[config.mk]
export PLATFORM = sky130hd
export DESIGN_NAME = mips_mem_arbiter
export DESIGN_NICKNAME = d
export VERILOG_FILES = /design/src/rtl/mips_mem_arbiter.sv
export SDC_FILE = /design/constraint.sdc
export NUM_CORES = 1
export LEC_CHECK = 0
export ABC_CLOCK_PERIOD_IN_PS = 1400
export BUFFER_PORTS_ARGS = -buffer_cell sky130_fd_sc_hd__buf_2
export CAP_MARGIN = 15
export CORE_AREA = 4 4 107 109
export DETAILED_ROUTE_END_ITERATION = 10
export DIE_AREA = 0 0 111 113
export HOLD_SLACK_MARGIN = 0.02
export PLACE_DENSITY = 0.7
export SYNTH_ARGS = -nofsm -noshare
export SYNTH_HDL_FRONTEND = slang
export SYNTH_SLANG_ARGS = --single-unit
[constraint.sdc]
create_clock -name clk1 -period 1.4 [get_ports clk1]
set_input_delay 0.14 -clock clk1 [delete_from_list [all_inputs] [get_ports clk1]]
set_output_delay 0.14 -clock clk1 [all_outputs]
set_load 0.005 [all_outputs]
[src/rtl/mips_mem_arbiter.sv]
// ---------------------------------------------------------------------------
// mips_mem_arbiter
//   Single-port memory arbiter for a MIPS32 pipeline with a unified
//   instruction/data memory. Three requesters share the memory. Only one
//   transaction is in flight at a time.
//
//   Priority is data > fetch > debug. Fetch also has starvation protection:
//   once it has lost STARVE_MAX consecutive arbitrations to the data port,
//   it wins the next arbitration in which it is eligible.
//
//   Transaction timing (MEM_LAT = L):
//     IDLE/RESP --arbitrate--> ISSUE (gnt, mem_en)
//                           -> WAIT x (L-1) -> RESP (rvalid)
//   RESP arbitrates again, so back-to-back transactions run at one
//   transaction every L+1 cycles.
//
// Ports
//   clk1, rst_n               clock; asynchronous active-low reset
//   halted                    masks fetch requests while high
//   d_/i_/g_req, _we          requests and write enables (fetch is read-only)
//   d_/i_/g_addr, _wdata      word address and write data
//   d_/i_/g_gnt               one-cycle grant pulse (ISSUE cycle)
//   d_/i_/g_rvalid, _rdata    one-cycle response; rdata is 0 outside rvalid
//                             and 0 for write acks
//   mem_en/we/addr/wdata      memory strobe and operands
//   mem_rdata                 memory read data, valid MEM_LAT cycles after
//                             the mem_en cycle
//   busy                      FSM is not IDLE
// ---------------------------------------------------------------------------
module mips_mem_arbiter #(
    parameter int ADDR_W     = 10,
    parameter int DATA_W     = 32,
    parameter int MEM_LAT    = 1,
    parameter int STARVE_MAX = 4
) (
    input  logic              clk1,
    input  logic              rst_n,
    input  logic              halted,
    input  logic              d_req,
    input  logic              i_req,
    input  logic              g_req,
    input  logic              d_we,
    input  logic              g_we,
    input  logic [ADDR_W-1:0] d_addr,
    input  logic [ADDR_W-1:0] i_addr,
    input  logic [ADDR_W-1:0] g_addr,
    input  logic [DATA_W-1:0] d_wdata,
    input  logic [DATA_W-1:0] g_wdata,
    output logic              d_gnt,
    output logic              i_gnt,
    output logic              g_gnt,
    output logic              d_rvalid,
    output logic              i_rvalid,
    output logic              g_rvalid,
    output logic [DATA_W-1:0] d_rdata,
    output logic [DATA_W-1:0] i_rdata,
    output logic [DATA_W-1:0] g_rdata,
    output logic              mem_en,
    output logic              mem_we,
    output logic [ADDR_W-1:0] mem_addr,
    output logic [DATA_W-1:0] mem_wdata,
    input  logic [DATA_W-1:0] mem_rdata,
    output logic              busy
);

    localparam int              SW         = $clog2(STARVE_MAX + 1);
    localparam logic [SW-1:0]   STARVE_TOP = SW'(STARVE_MAX);
    localparam logic [2:0]      LAT_LAST   = 3'(MEM_LAT - 1);

    typedef enum logic [1:0] {IDLE, ISSUE, WAIT, RESP} state_t;

    // Port vectors are ordered {debug, fetch, data}.
    state_t            r_state;
    logic [SW-1:0]     r_starve;
    logic [2:0]        r_lat;
    logic [2:0]        r_sel;
    logic              r_we;
    logic [2:0]        r_gnt;
    logic [2:0]        r_rvalid;
    logic              r_mem_en;
    logic              r_mem_we;
    logic [ADDR_W-1:0] r_mem_addr;
    logic [DATA_W-1:0] r_mem_wdata;

    logic              w_d_el;
    logic              w_i_el;
    logic              w_g_el;
    logic              w_force_i;
    logic [2:0]        w_sel;
    logic              w_any;
    logic              w_we;
    logic [ADDR_W-1:0] w_addr;
    logic [DATA_W-1:0] w_wdata;
    logic [SW-1:0]     w_starve_nxt;

    assign w_d_el = d_req;
    assign w_i_el = i_req & ~halted;
    assign w_g_el = g_req;

    // Fetch overrides data once it has lost STARVE_MAX arbitrations in a row.
    assign w_force_i = w_i_el && (r_starve == STARVE_TOP);

    assign w_sel[0] = w_d_el && !w_force_i;
    assign w_sel[1] = w_i_el && (w_force_i || !w_d_el);
    assign w_sel[2] = w_g_el && !w_d_el && !w_i_el;
    assign w_any    = w_d_el | w_i_el | w_g_el;

    always_comb begin
        w_we    = 1'b0;
        w_addr  = '0;
        w_wdata = '0;
        if (w_sel[0]) begin
            w_we    = d_we;
            w_addr  = d_addr;
            w_wdata = d_wdata;
        end else if (w_sel[1]) begin
            w_addr  = i_addr;
        end else if (w_sel[2]) begin
            w_we    = g_we;
            w_addr  = g_addr;
            w_wdata = g_wdata;
        end
    end

    // The counter only tracks losses while fetch is actually waiting; any
    // arbitration where fetch is absent or wins restarts the count.
    always_comb begin
        w_starve_nxt = r_starve;
        if (!w_i_el || w_sel[1]) begin
            w_starve_nxt = '0;
        end else if (w_sel[0] && (r_starve != STARVE_TOP)) begin
            w_starve_nxt = r_starve + SW'(1);
        end
    end

    always_ff @(posedge clk1 or negedge rst_n) begin
        if (!rst_n) begin
            r_state     <= IDLE;
            r_starve    <= '0;
            r_lat       <= '0;
            r_sel       <= '0;
            r_we        <= 1'b0;
            r_gnt       <= '0;
            r_rvalid    <= '0;
            r_mem_en    <= 1'b0;
            r_mem_we    <= 1'b0;
            r_mem_addr  <= '0;
            r_mem_wdata <= '0;
        end else begin
            // Strobes are single-cycle; memory operands are only driven
            // during ISSUE.
            r_gnt       <= '0;
            r_rvalid    <= '0;
            r_mem_en    <= 1'b0;
            r_mem_we    <= 1'b0;
            r_mem_addr  <= '0;
            r_mem_wdata <= '0;
            case (r_state)
                IDLE, RESP: begin
                    r_starve <= w_starve_nxt;
                    if (w_any) begin
                        r_state     <= ISSUE;
                        r_sel       <= w_sel;
                        r_we        <= w_we;
                        r_gnt       <= w_sel;
                        r_mem_en    <= 1'b1;
                        r_mem_we    <= w_we;
                        r_mem_addr  <= w_addr;
                        r_mem_wdata <= w_wdata;
                    end else begin
                        r_state <= IDLE;
                    end
                end
                ISSUE: begin
                    if (MEM_LAT > 1) begin
                        r_state <= WAIT;
                        r_lat   <= 3'd1;
                    end else begin
                        r_state  <= RESP;
                        r_rvalid <= r_sel;
                    end
                end
                WAIT: begin
                    if (r_lat == LAT_LAST) begin
                        r_state  <= RESP;
                        r_lat    <= '0;
                        r_rvalid <= r_sel;
                    end else begin
                        r_lat <= r_lat + 3'd1;
                    end
                end
                default: r_state <= IDLE;
            endcase
        end
    end

    assign d_gnt     = r_gnt[0];
    assign i_gnt     = r_gnt[1];
    assign g_gnt     = r_gnt[2];
    assign d_rvalid  = r_rvalid[0];
    assign i_rvalid  = r_rvalid[1];
    assign g_rvalid  = r_rvalid[2];
    assign mem_en    = r_mem_en;
    assign mem_we    = r_mem_we;
    assign mem_addr  = r_mem_addr;
    assign mem_wdata = r_mem_wdata;
    assign busy      = (r_state != IDLE);

    // Read data is exposed only during a read response; write acks carry 0.
    assign d_rdata = (r_rvalid[0] && !r_we) ? mem_rdata : '0;
    assign i_rdata = r_rvalid[1] ? mem_rdata : '0;
    assign g_rdata = (r_rvalid[2] && !r_we) ? mem_rdata : '0;

endmodule

-- Word level (Yosys, flattened, before mapping)
Index checks and enable logic that the tools add are counted.
- RAM bits: 0
- register bits after elaboration: 62
- logic and storage cells: 74
- output and inout bits: 147
- latch bits: 0
- bits of input ports: 134
- memories: 0
- ROM bits: 0
- multipliers: 0
- equality and inequality tests: 6
- bitwise gates (word level): 4
- shift-type cells: 0
- div/mod/pow operators: 0
- add/subtract/negate cells: 2
- reductions and logical operators: 21
- muxes and demuxes: 30
- magnitude comparators: 0
- operator list (kind ; count):
    $mux W32 ; 8
    $mux W10 ; 5
    $mux W3 ; 6
    $logic_and A1 B1 Y1 ; 8
    $mux W1 ; 8
    $add A3 B1 Y3 const B ; 2
    $pmux W2 S3 ; 1
    $pmux W3 S2 ; 1
    $eq A2 B2 Y1 const B ; 2
    $logic_not A1 Y1 ; 4
    $reduce_and A2 Y1 ; 2
    $reduce_bool A2 Y1 ; 2
    $eq A3 B3 Y1 const B ; 1
    $logic_not A3 Y1 ; 1
    $ne A3 B3 Y1 const B ; 1
    $eq A2 B1 Y1 const B ; 1
    $logic_not A2 Y1 ; 1
    $logic_or A1 B1 Y1 ; 2
    $mux W2 ; 1
    $ne A2 B2 Y1 const B ; 1
    $or A1 B1 Y1 ; 2
    $reduce_or A2 Y1 ; 1
    $and A1 B1 Y1 ; 1
    $not A1 Y1 ; 1

-- Depth between registers and ports, before layout
Gate-level depths: netlist of run 1.
- word-level depth: 9
- mapped depth: 7
- mapped depth without buffers: 5

-- Worst setup path after synthesis of run 1
No wires, ideal clock.
- path type: register to register
- from: register r_state[0]
- to: register r_mem_wdata[10], in the netlist mem_wdata[10]
- data required time: 1.335 ns
- arrival: 1.500 ns
- stages on the path, launching flop included: 7
- clock period less this slack: 1.565 ns
- setup slack: -0.165 ns
- path through: dfrtp_1 inv_1 ha_1 buf_2 nor3_4 buf_6 a22o_1
- cells in the longest elaborated chain, start to end: 3
- elaborated cells on any way between the ends: 4
- ends and longest elaborated chain (item ; line ; text):
    start, declared ; 73 ; state_t r_state;
    start signal, assigned ; 138 ; r_state <= IDLE;
    start signal, assigned ; 162 ; r_state <= ISSUE;
    start signal, assigned ; 171 ; r_state <= IDLE;
    $eq A2 B2 Y1 / $logic_not A2 Y1 (equally long branches) ; 158 ; case (r_state)
    $reduce_or A2 Y1 (*) ; 158 ;
    $mux W32 (*) ; 158 ;
    end signal, assigned ; 169 ; r_mem_wdata <= w_wdata;
    end, declared ; 83 ; logic [DATA_W-1:0] r_mem_wdata;
Mark *: on every way between the ends. The rest lies on a longest branch, timed or not.
A chain may end at the register's enable or synchronous reset.

-- Final worst setup path of run 1
- from: register r_starve[0]
- to: register r_mem_wdata[22], in the netlist mem_wdata[22]
- cells in the longest elaborated chain, start to end: 8
- elaborated cells on any way between the ends: 10
- ends and longest elaborated chain (item ; line ; text):
    start, declared ; 74 ; logic [SW-1:0] r_starve;
    start signal, assigned ; 160 ; r_starve <= w_starve_nxt;
    $eq A3 B3 Y1 (*) ; 101 ; assign w_force_i = w_i_el && (r_starve == STARVE_TOP);
    $logic_and A1 B1 Y1 (*) ; 101 ;
    $logic_or A1 B1 Y1 ; 104 ; assign w_sel[1] = w_i_el && (w_force_i || !w_d_el);
    $logic_and A1 B1 Y1 ; 104 ;
    $mux W32 ; 116 ; end else if (w_sel[1]) begin
    $mux W32 (*) ; 112 ; if (w_sel[0]) begin
    $mux W32 (*) ; 161 ; if (w_any) begin
    $mux W32 (*) ; 158 ;
Marked as above.

==> metrics.txt, run 1 <==
DR WL/cell approximately 17 um; Longest Clk Path Bufs 2; synthesized flop and latch total between 60 and 70; Routed Antenna Nets 0; Final Skew roughly 0.0071 ns; worst path bufs/invs 2; DRC Markers 0; DIE AREA about 13,000 um^2; Final WS setup -0.2166 ns; Mean Syn Cell Area 10.74 um^2; Ports around 280; clock power share 0.228; first-pass GRT wire length ~21,000 um; sequential cell area 1555 um^2; Fmax 618.6 MHz; most frequent cells in the layout 254 x buf_2, 70 x and2_1, 61 x dfrtp_1; CTS sink count 62; initial antenna violation count 0; Reg clk slew, reported paths 0.07 ns; Switching Share 0.3228; Hold Crit Class in -> reg; Num CTS Buffers 9; initial DRC count 140; fillers a little under 900; setup TNS -14.45 ns; Power Internal around 5.2 mW; Final setup violation count 143; RSZ-0062 raised after global routing yes; Hold Fails Final Rpt 0; TritonCTS clock tree built; antenna cells 0; Max FO, Critical Path 32; htree depth 3; pin count of the biggest net entering global routing 35; most common cell after layout, fill and taps aside buf_2; drt pass-1 iters 4; Buffers on Ports between 200 and 300; DR vias approximately 3,700; Psw about 2.5 mW; Final Cycle Share 1.155; area of the multi-input gates between 1500 and 2000 um^2; sequential share of power 0.321; clock root cell clkbuf_8; grt total ovfl 0; Worst path max stage delay about 0.36 ns; cell area after layout about 6000 um^2; Yosys cell types 32; Vias/cell roughly 4.7; Mapped Nets 441; Post-DP HPWL 9921 um; outcome complete, but fails checks; slowest cell on the critical path dfrtp_1; Post-Route WL approximately 14,000 um; die width roughly 110 um; Setup CP Type reg -> reg; Power Dens Cells around 1300 nW/um^2; maxcap violations 0; Seq/Total Area, Yosys 0.4814; failing checks setup timing; share of layout cells above drive strength 1 0.5660; Synth Warn # 0; LEAKAGE 3.374 nW; placed cell area between 4000 and 5000 um^2; Core Rows 38; combinational share of power 0.451; Initial Util 0.3040; Worst-Skew Late Latency roughly 0.33 ns; Netlist Area Pre-Place approximately 3200 um^2; GPL Wtd Cong 0.8694; critical path capture point type flip-flop; Final Critical Period about 1.6 ns; max-slew violations 0; vias in the first global route around 3,800; Max VDD drop about 0.00081 V; All-Layer GR Usage 0.2121; Syn-to-layout area delta 87.00%; cell family with most CP delay simple AND/OR/NAND/NOR gates; worst path cell trace inv_1, ha_2, and4b_2, nor3b_4, buf_12, a22o_1; core box area ~11,000 um^2; Slew @ Worst Pin between 0.5 and 0.6 ns; Critical Path RT 1.67 ns; post-synthesis cell count 300; Worst setup SP type flip-flop; Max-slew headroom 0.6353; nets@finish 788; CP Data Arrival Time 1.89 ns; die extent in y ~110 um
[cell type report]
cell class	count	area share
repair buffers	360	0.4027
multi-input cells	200	0.2645
well taps	140	0.02906
inverters	14	0.008719
clock buffers	10	0.02284
clock inverters	6	0.01412
flip-flops and latches	62	0.2580
[cells by family after synthesis]
| logic type | synth area share |
|---|---|
| DFF | 0.4814 |
| AOI/OAI and AO/OA | 0.1557 |
| adders and majority gates | 0.02717 |
| muxes | 0.006211 |
| and+or+nand+nor | 0.2655 |
| buffers and inverters | 0.06405 |
[final timing paths]
check,startpoint,end,slack [ns],cells after the start
max in group asynchronous,rst_n,r_rvalid[1]$_DFF_PN0_,0.70,3
max reg2reg,r_starve[0]$_DFFE_PN0P_,mem_wdata[22]$_DFF_PN0_,-0.22,6
min,g_wdata[14],mem_wdata[14]$_DFF_PN0_,0.04,2
min reg2reg,r_sel[2]$_DFFE_PN0P_,r_sel[2]$_DFFE_PN0P_,0.48,1
max,r_starve[0]$_DFFE_PN0P_,mem_wdata[22]$_DFF_PN0_,-0.22,6
min in group asynchronous,rst_n,r_starve[0]$_DFFE_PN0P_,0.38,3
[synth_stat cells]
| cell type | n | area (um^2) |
|---|---|---|
| buf_6 | 6 | 67.56 |
| a22o_1 | 33 | 289.0 |
| and4b_1 | 1 | 10.01 |
| nor4b_1 | 10 | 87.58 |
| o2bb2ai_1 | 1 | 8.760 |
| nand2b_4 | 1 | 13.76 |
| dfrtp_1 | 62 | 1551 |
| a31oi_1 | 1 | 6.260 |
| nor3_1 | 1 | 5.000 |
| nand3_1 | 2 | 10.01 |
| and2_1 | 96 | 600.6 |
| o31ai_2 | 1 | 12.51 |
| ha_1 | 7 | 87.58 |
| nor4_1 | 1 | 6.260 |
| nand4_1 | 2 | 12.51 |
| nor2_1 | 6 | 22.52 |
| and3b_1 | 1 | 8.760 |
| mux2i_1 | 2 | 20.02 |
| a221o_1 | 10 | 100.1 |
| nor2b_1 | 3 | 18.77 |
| buf_2 | 6 | 30.03 |
| clkbuf_1 | 9 | 33.78 |
| nand2_1 | 5 | 18.77 |
| o32a_1 | 1 | 10.01 |
| nor3b_2 | 1 | 12.51 |
| o21ai_0 | 5 | 25.02 |
| a211oi_2 | 1 | 12.51 |
| nor3_4 | 1 | 16.27 |
| nand2b_1 | 2 | 12.51 |
| buf_4 | 3 | 22.52 |
| a21o_1 | 5 | 37.54 |
| inv_1 | 14 | 52.55 |
[flip-flops by register name, indices dropped and copies added (netlist names)]
register	count
mem_we	1
mem_wdata	32
mem_addr	10
mem_en	1
r_we	1
r_sel	3
r_starve	3
r_gnt	3
r_lat	3
r_state	2
r_rvalid	3
[stage by stage]
| step | hold slack (ns) | worst slack [ns] | std cells | utilization | power, mW |
|---|---|---|---|---|---|
| floorplan | -0.1556 | -0.1225 | 300 | - | 3.958 |
| global placement | 0.1841 | -0.1349 | 718 | 0.4628 | 5.327 |
| detailed placement | 0.1964 | -0.1994 | 718 | 0.4628 | 5.410 |
| CTS | 0.02010 | -0.1933 | 792 | 0.5612 | 7.565 |
| global route | 0.02547 | -0.3197 | 792 | 0.5684 | 8.058 |
| finish | 0.03901 | -0.2166 | 792 | 0.5684 | 7.622 |
[repair_timing]
action / CTS / global route
hold buffers: 51 / 0
gates resized for setup: 48 / 19
endpoints found under the setup margin: 145 / 151
setup buffers: 5 / 0
hold endpoints to repair: 93 / 0
gates cloned: 2 / 0
pin swaps: 30 / 8
[per-layer routing]
metal	up-vias	wire, um	GRT usage
li1	1728	-	-
met1	1799	5018	0.2343
met2	187	7533	0.4017
met3	26	844	0.04920
met4	0	355	0.06814
met5	-	0	0
[worst register-to-register path: stages (launching register included)]
cell and delay, ns:
dfrtp_1 0.36, inv_1 0.06, ha_2 0.18, and4b_2 0.24
nor3b_4 0.29, buf_12 0.23, a22o_1 0.20
[power groups by stage]
stage	combinational, mW	clock, mW	sequential, mW
after detailed placement	2.94	0	2.47
after global routing	3.72	1.85	2.49
after floorplan	1.47	0	2.49
final	3.44	1.74	2.44
after global placement	2.87	0	2.46
after CTS	3.35	1.78	2.43
No activity file was read; power rests on OpenSTA's default activity.
==> run 2: changes to the inputs <==
- ABC_AREA: default -> 1
- CORE_AREA: 4 4 107 109 -> 4 4 108 110
- DIE_AREA: 0 0 111 113 -> 0 0 112 114
- PLACE_DENSITY: 0.7 -> 0.69
==> metrics.txt, run 2 <==
Mean Syn Cell Area 7.068 um^2 (-34%); Post-Route WL 16,810 um (+22%); worst path cell trace inv_2, ha_2, nand2_2, inv_2, nand2_4, nand3_4, inv_8, buf_12, nand2_2, nand2_1; Slew @ Worst Pin 0.3493 ns (-0.1946 ns); synth cell count leaders 159 x nand2_1, 86 x inv_1, 71 x nor2_1, 62 x dfrtp_1, 25 x nand3_1; Post-DP HPWL 9901 um (-0.20%); largest family of logic cells by synthesized area simple AND/OR/NAND/NOR gates; slowest cell on the critical path dfrtp_1; most common cell after layout, fill and taps aside buf_2; grt total ovfl 0 (unchanged); Seq/Total Area, Yosys 0.4751 (-0.006271); Worst setup SP type flip-flop; R2R Setup Slk -0.08 ns (+0.13 ns); mux contribution to synthesized area 0 (-0.006211); GPL Wtd Cong 0.8688 (about the same); Final Cycle Share 1.059 (-0.09535); Compound-Gate Fraction of Synth Area 0.02222 (-0.1334); max-slew violations 0 (unchanged); Core Rows 38 (unchanged); Critical Path RT 1.62 ns (-0.05 ns); Longest Clk Path Bufs 2 (unchanged); post-synthesis adder-cell area fraction 0.02682 (-0.0003540); CTS sink count 62 (unchanged); Worst path max stage delay 0.40 ns (+0.04 ns); M1 GR Usage 0.2285 (-0.005831); most frequent cells in the layout 281 x buf_2, 113 x nand2_1, 80 x inv_1; TritonCTS clock tree built; initial DRC count 309 (+120%); LEAKAGE 4.240 nW (+26%); Synth Warn # 0 (unchanged); area leader, netlist dfrtp_1; RSZ-0062 raised after global routing yes; gr busiest metal met2; Hold EP r_we$_DFFE_PN0P_; nets@finish 982 (+25%); Max-slew headroom 0.7671 (+0.1319); placed cell area 4932 um^2 (+0.51%); Fmax 674.2 MHz (+9.0%); htree depth 3 (unchanged); Ports 281 (unchanged); Final setup violation count 97 (-32%); initial antenna violation count 3 (+3); Hold Fails Final Rpt 0 (unchanged); Vias/cell 4.709 (-0.28%); Mapped Nets 603 (+37%); Reg clk slew, reported paths 0.07 ns (about the same); Syn-to-layout area delta 100.7%; reg-to-reg startpoint r_starve[1]$_DFFE_PN0P_; Worst-Skew Late Latency 0.35 ns (+0.02 ns); Hold Crit Class in -> reg; post-synth top area share 0.4751 (-0.006271); pre-CTS setup slack -0.04944 ns (+0.1500 ns); Initial Util 0.3053 (+0.001275); HP Start g_we; DRC Markers 0 (unchanged); XOR/XNOR Fraction of Synth Area 0.002682 (+0.002682); setup TNS -4.217 ns (+10.23 ns); worst path bufs/invs 4 (+2); Setup CP Type reg -> reg; DR vias 4,657 (+25%); core box area 10,700 um^2 (+0.90%); pin count of the biggest net entering global routing 50 (+43%); max FFs per register 32 (unchanged); All-Layer GR Usage 0.2255 (+0.01335); Yosys cell types 19 (-41%); r2r worst-path depth 10 (+4); die width 112 um (+0.90%); die extent in y 114 um (+0.88%); ys async rst share 1.000 (unchanged); Final Skew 0.007976 ns (+0.0008367 ns); share of layout cells above drive strength 1 0.5106 (-0.05531); cell family with most CP delay simple AND/OR/NAND/NOR gates; most frequent cell after synthesis nand2_1; outcome complete, but fails checks; synthesized flop and latch total 62 (unchanged); cell area after layout 6554 um^2 (+8.7%); Max VDD drop 0.0007427 V (-8.2%); DIE AREA 12,770 um^2 (+1.8%); Buffers on Ports 280 (unchanged); Final WS setup -0.08313 ns (+0.1335 ns); main area contributors after synthesis dfrtp_1 48%, nand2_1 18%, inv_1 9.9%, nor2_1 8.2%, nand3_1 3.8%; Final Critical Period 1.483 ns (-0.1335 ns); Worst Hold Path Cells 3 (+1); first-pass GRT wire length 22,780 um (+8.8%); Num CTS Buffers 9 (unchanged); maxcap violations 0 (unchanged); Post-synth EDFFs 0 (unchanged); CP Data Arrival Time 1.70 ns (-0.19 ns); Post-Synth Simple-Gate Area 0.3345 (+0.06895); DR WL/cell 17.00 um (-2.1%); failing checks setup timing; Worst R2R End mem_wdata[17]$_DFF_PN0_; critical path capture point type flip-flop; Max FO, Critical Path 6 (-81%); drt pass-1 iters 4 (unchanged); vias in the first global route 4,598 (+20%); post-synthesis cell count 462 (+54%); Power Dens Cells 1256 nW/um^2 (-0.68%); Routed Antenna Nets 0 (unchanged); ys flop type dfrtp_1; Netlist Area Pre-Place 3266 um^2 (+1.3%); clock root cell clkbuf_8; met3 GRT Util 0.06207 (+0.01287); met2 Usage GRT 0.4169 (+0.01517)
-- run 2: cell count changes in the layout (fill, tap and decap cells not counted), sizes merged, moves of 5 or more --
cell	delta
and2	-96
clkbuf	+5
nor4b	-10
nand2	+156
a221o	-10
nor2	+67
a21o	-5
nand4	+9
inv	+74
nand3	+23
a22o	-33
dlygate4sd3	+23
-- run 2: worst max-delay path by stage --
stage | startpoint | depth (start not counted) | to | slack [ns]
floorplan | r_state[0]$_DFFE_PN0P_ | 8 | mem_wdata[10]$_DFF_PN0_ | 0.007
finish | r_starve[1]$_DFFE_PN0P_ | 10 | mem_wdata[17]$_DFF_PN0_ | -0.08
global route | r_we$_DFFE_PN0P_ | 5 | g_rdata[31] | -0.14
detailed placement | r_state[1]$_DFFE_PN0P_ | 8 | mem_wdata[17]$_DFF_PN0_ | -0.05
global placement | r_state[1]$_DFFE_PN0P_ | 6 | mem_addr[7]$_DFF_PN0_ | 0.009
CTS | r_we$_DFFE_PN0P_ | 5 | g_rdata[19] | -0.08
-- run 2: area by class of cell --
cell class	count	area [um^2]
antenna	3	7.507
clock buffer	13	168.9
clock inverter	3	65.06
fill	903	4144
inverter	88	340.3
multi-input combinational	291	1677
sequential	62	1551
tap	140	175.2
timing repair buffer	389	2569
-- run 2: report_power, final --
group	internal [mW]	leakage, nW	switching [mW]	total, mW
Sequential	2.25	0.819	0.179	2.43
Clock	1.15	0.120	0.709	1.86
Combinational	1.79	3.30	2.16	3.95
-- run 2: worst min-delay path: cells and delay by family --
family	cells	cell delay [ns]
AND/OR/NAND/NOR	2	0.13
buffers and inverters	1	0.08
-- run 2: metrics by stage --
stage | power [mW] | hold slack (ns) | std cells | util
2_1_floorplan | 3.697 | -0.1556 | 462 | -
3_3_place_gp | 5.156 | 0.06458 | 884 | 0.4611
3_5_place_dp | 5.201 | 0.06546 | 884 | 0.4611
4_1_cts | 7.444 | 0.02296 | 979 | 0.5646
5_1_grt | 8.671 | 0.04293 | 989 | 0.6126
6_report | 8.232 | 0.03975 | 989 | 0.6126
-- run 2: cells by family after synthesis --
kind of cell	Yosys count
AND/OR/NAND/NOR	270
buffers and inverters	109
flip-flops	62
AO/OA/AOI/OAI	13
adder cells (fa/ha/maj)	7
XOR/XNOR	1
-- run 2: layer usage --
layer / part of all wire / vias to the layer above
li1: - / 2117
met1: 0.33 / 2138
met2: 0.52 / 345
met3: 0.11 / 57
met4: 0.047 / 0
met5: 0 / -
-- run 2: what timing repair did --
| action | 4_1_cts | 5_1_grt |
|---|---|---|
| endpoints found under the hold margin | 53 | 0 |
| hold buffers | 74 | 0 |
| setup endpoints to repair | 106 | 118 |
| setup buffers | 3 | 2 |
| resized for setup | 22 | 124 |
| gates cloned | 2 | 5 |
| pin swaps | 0 | 13 |
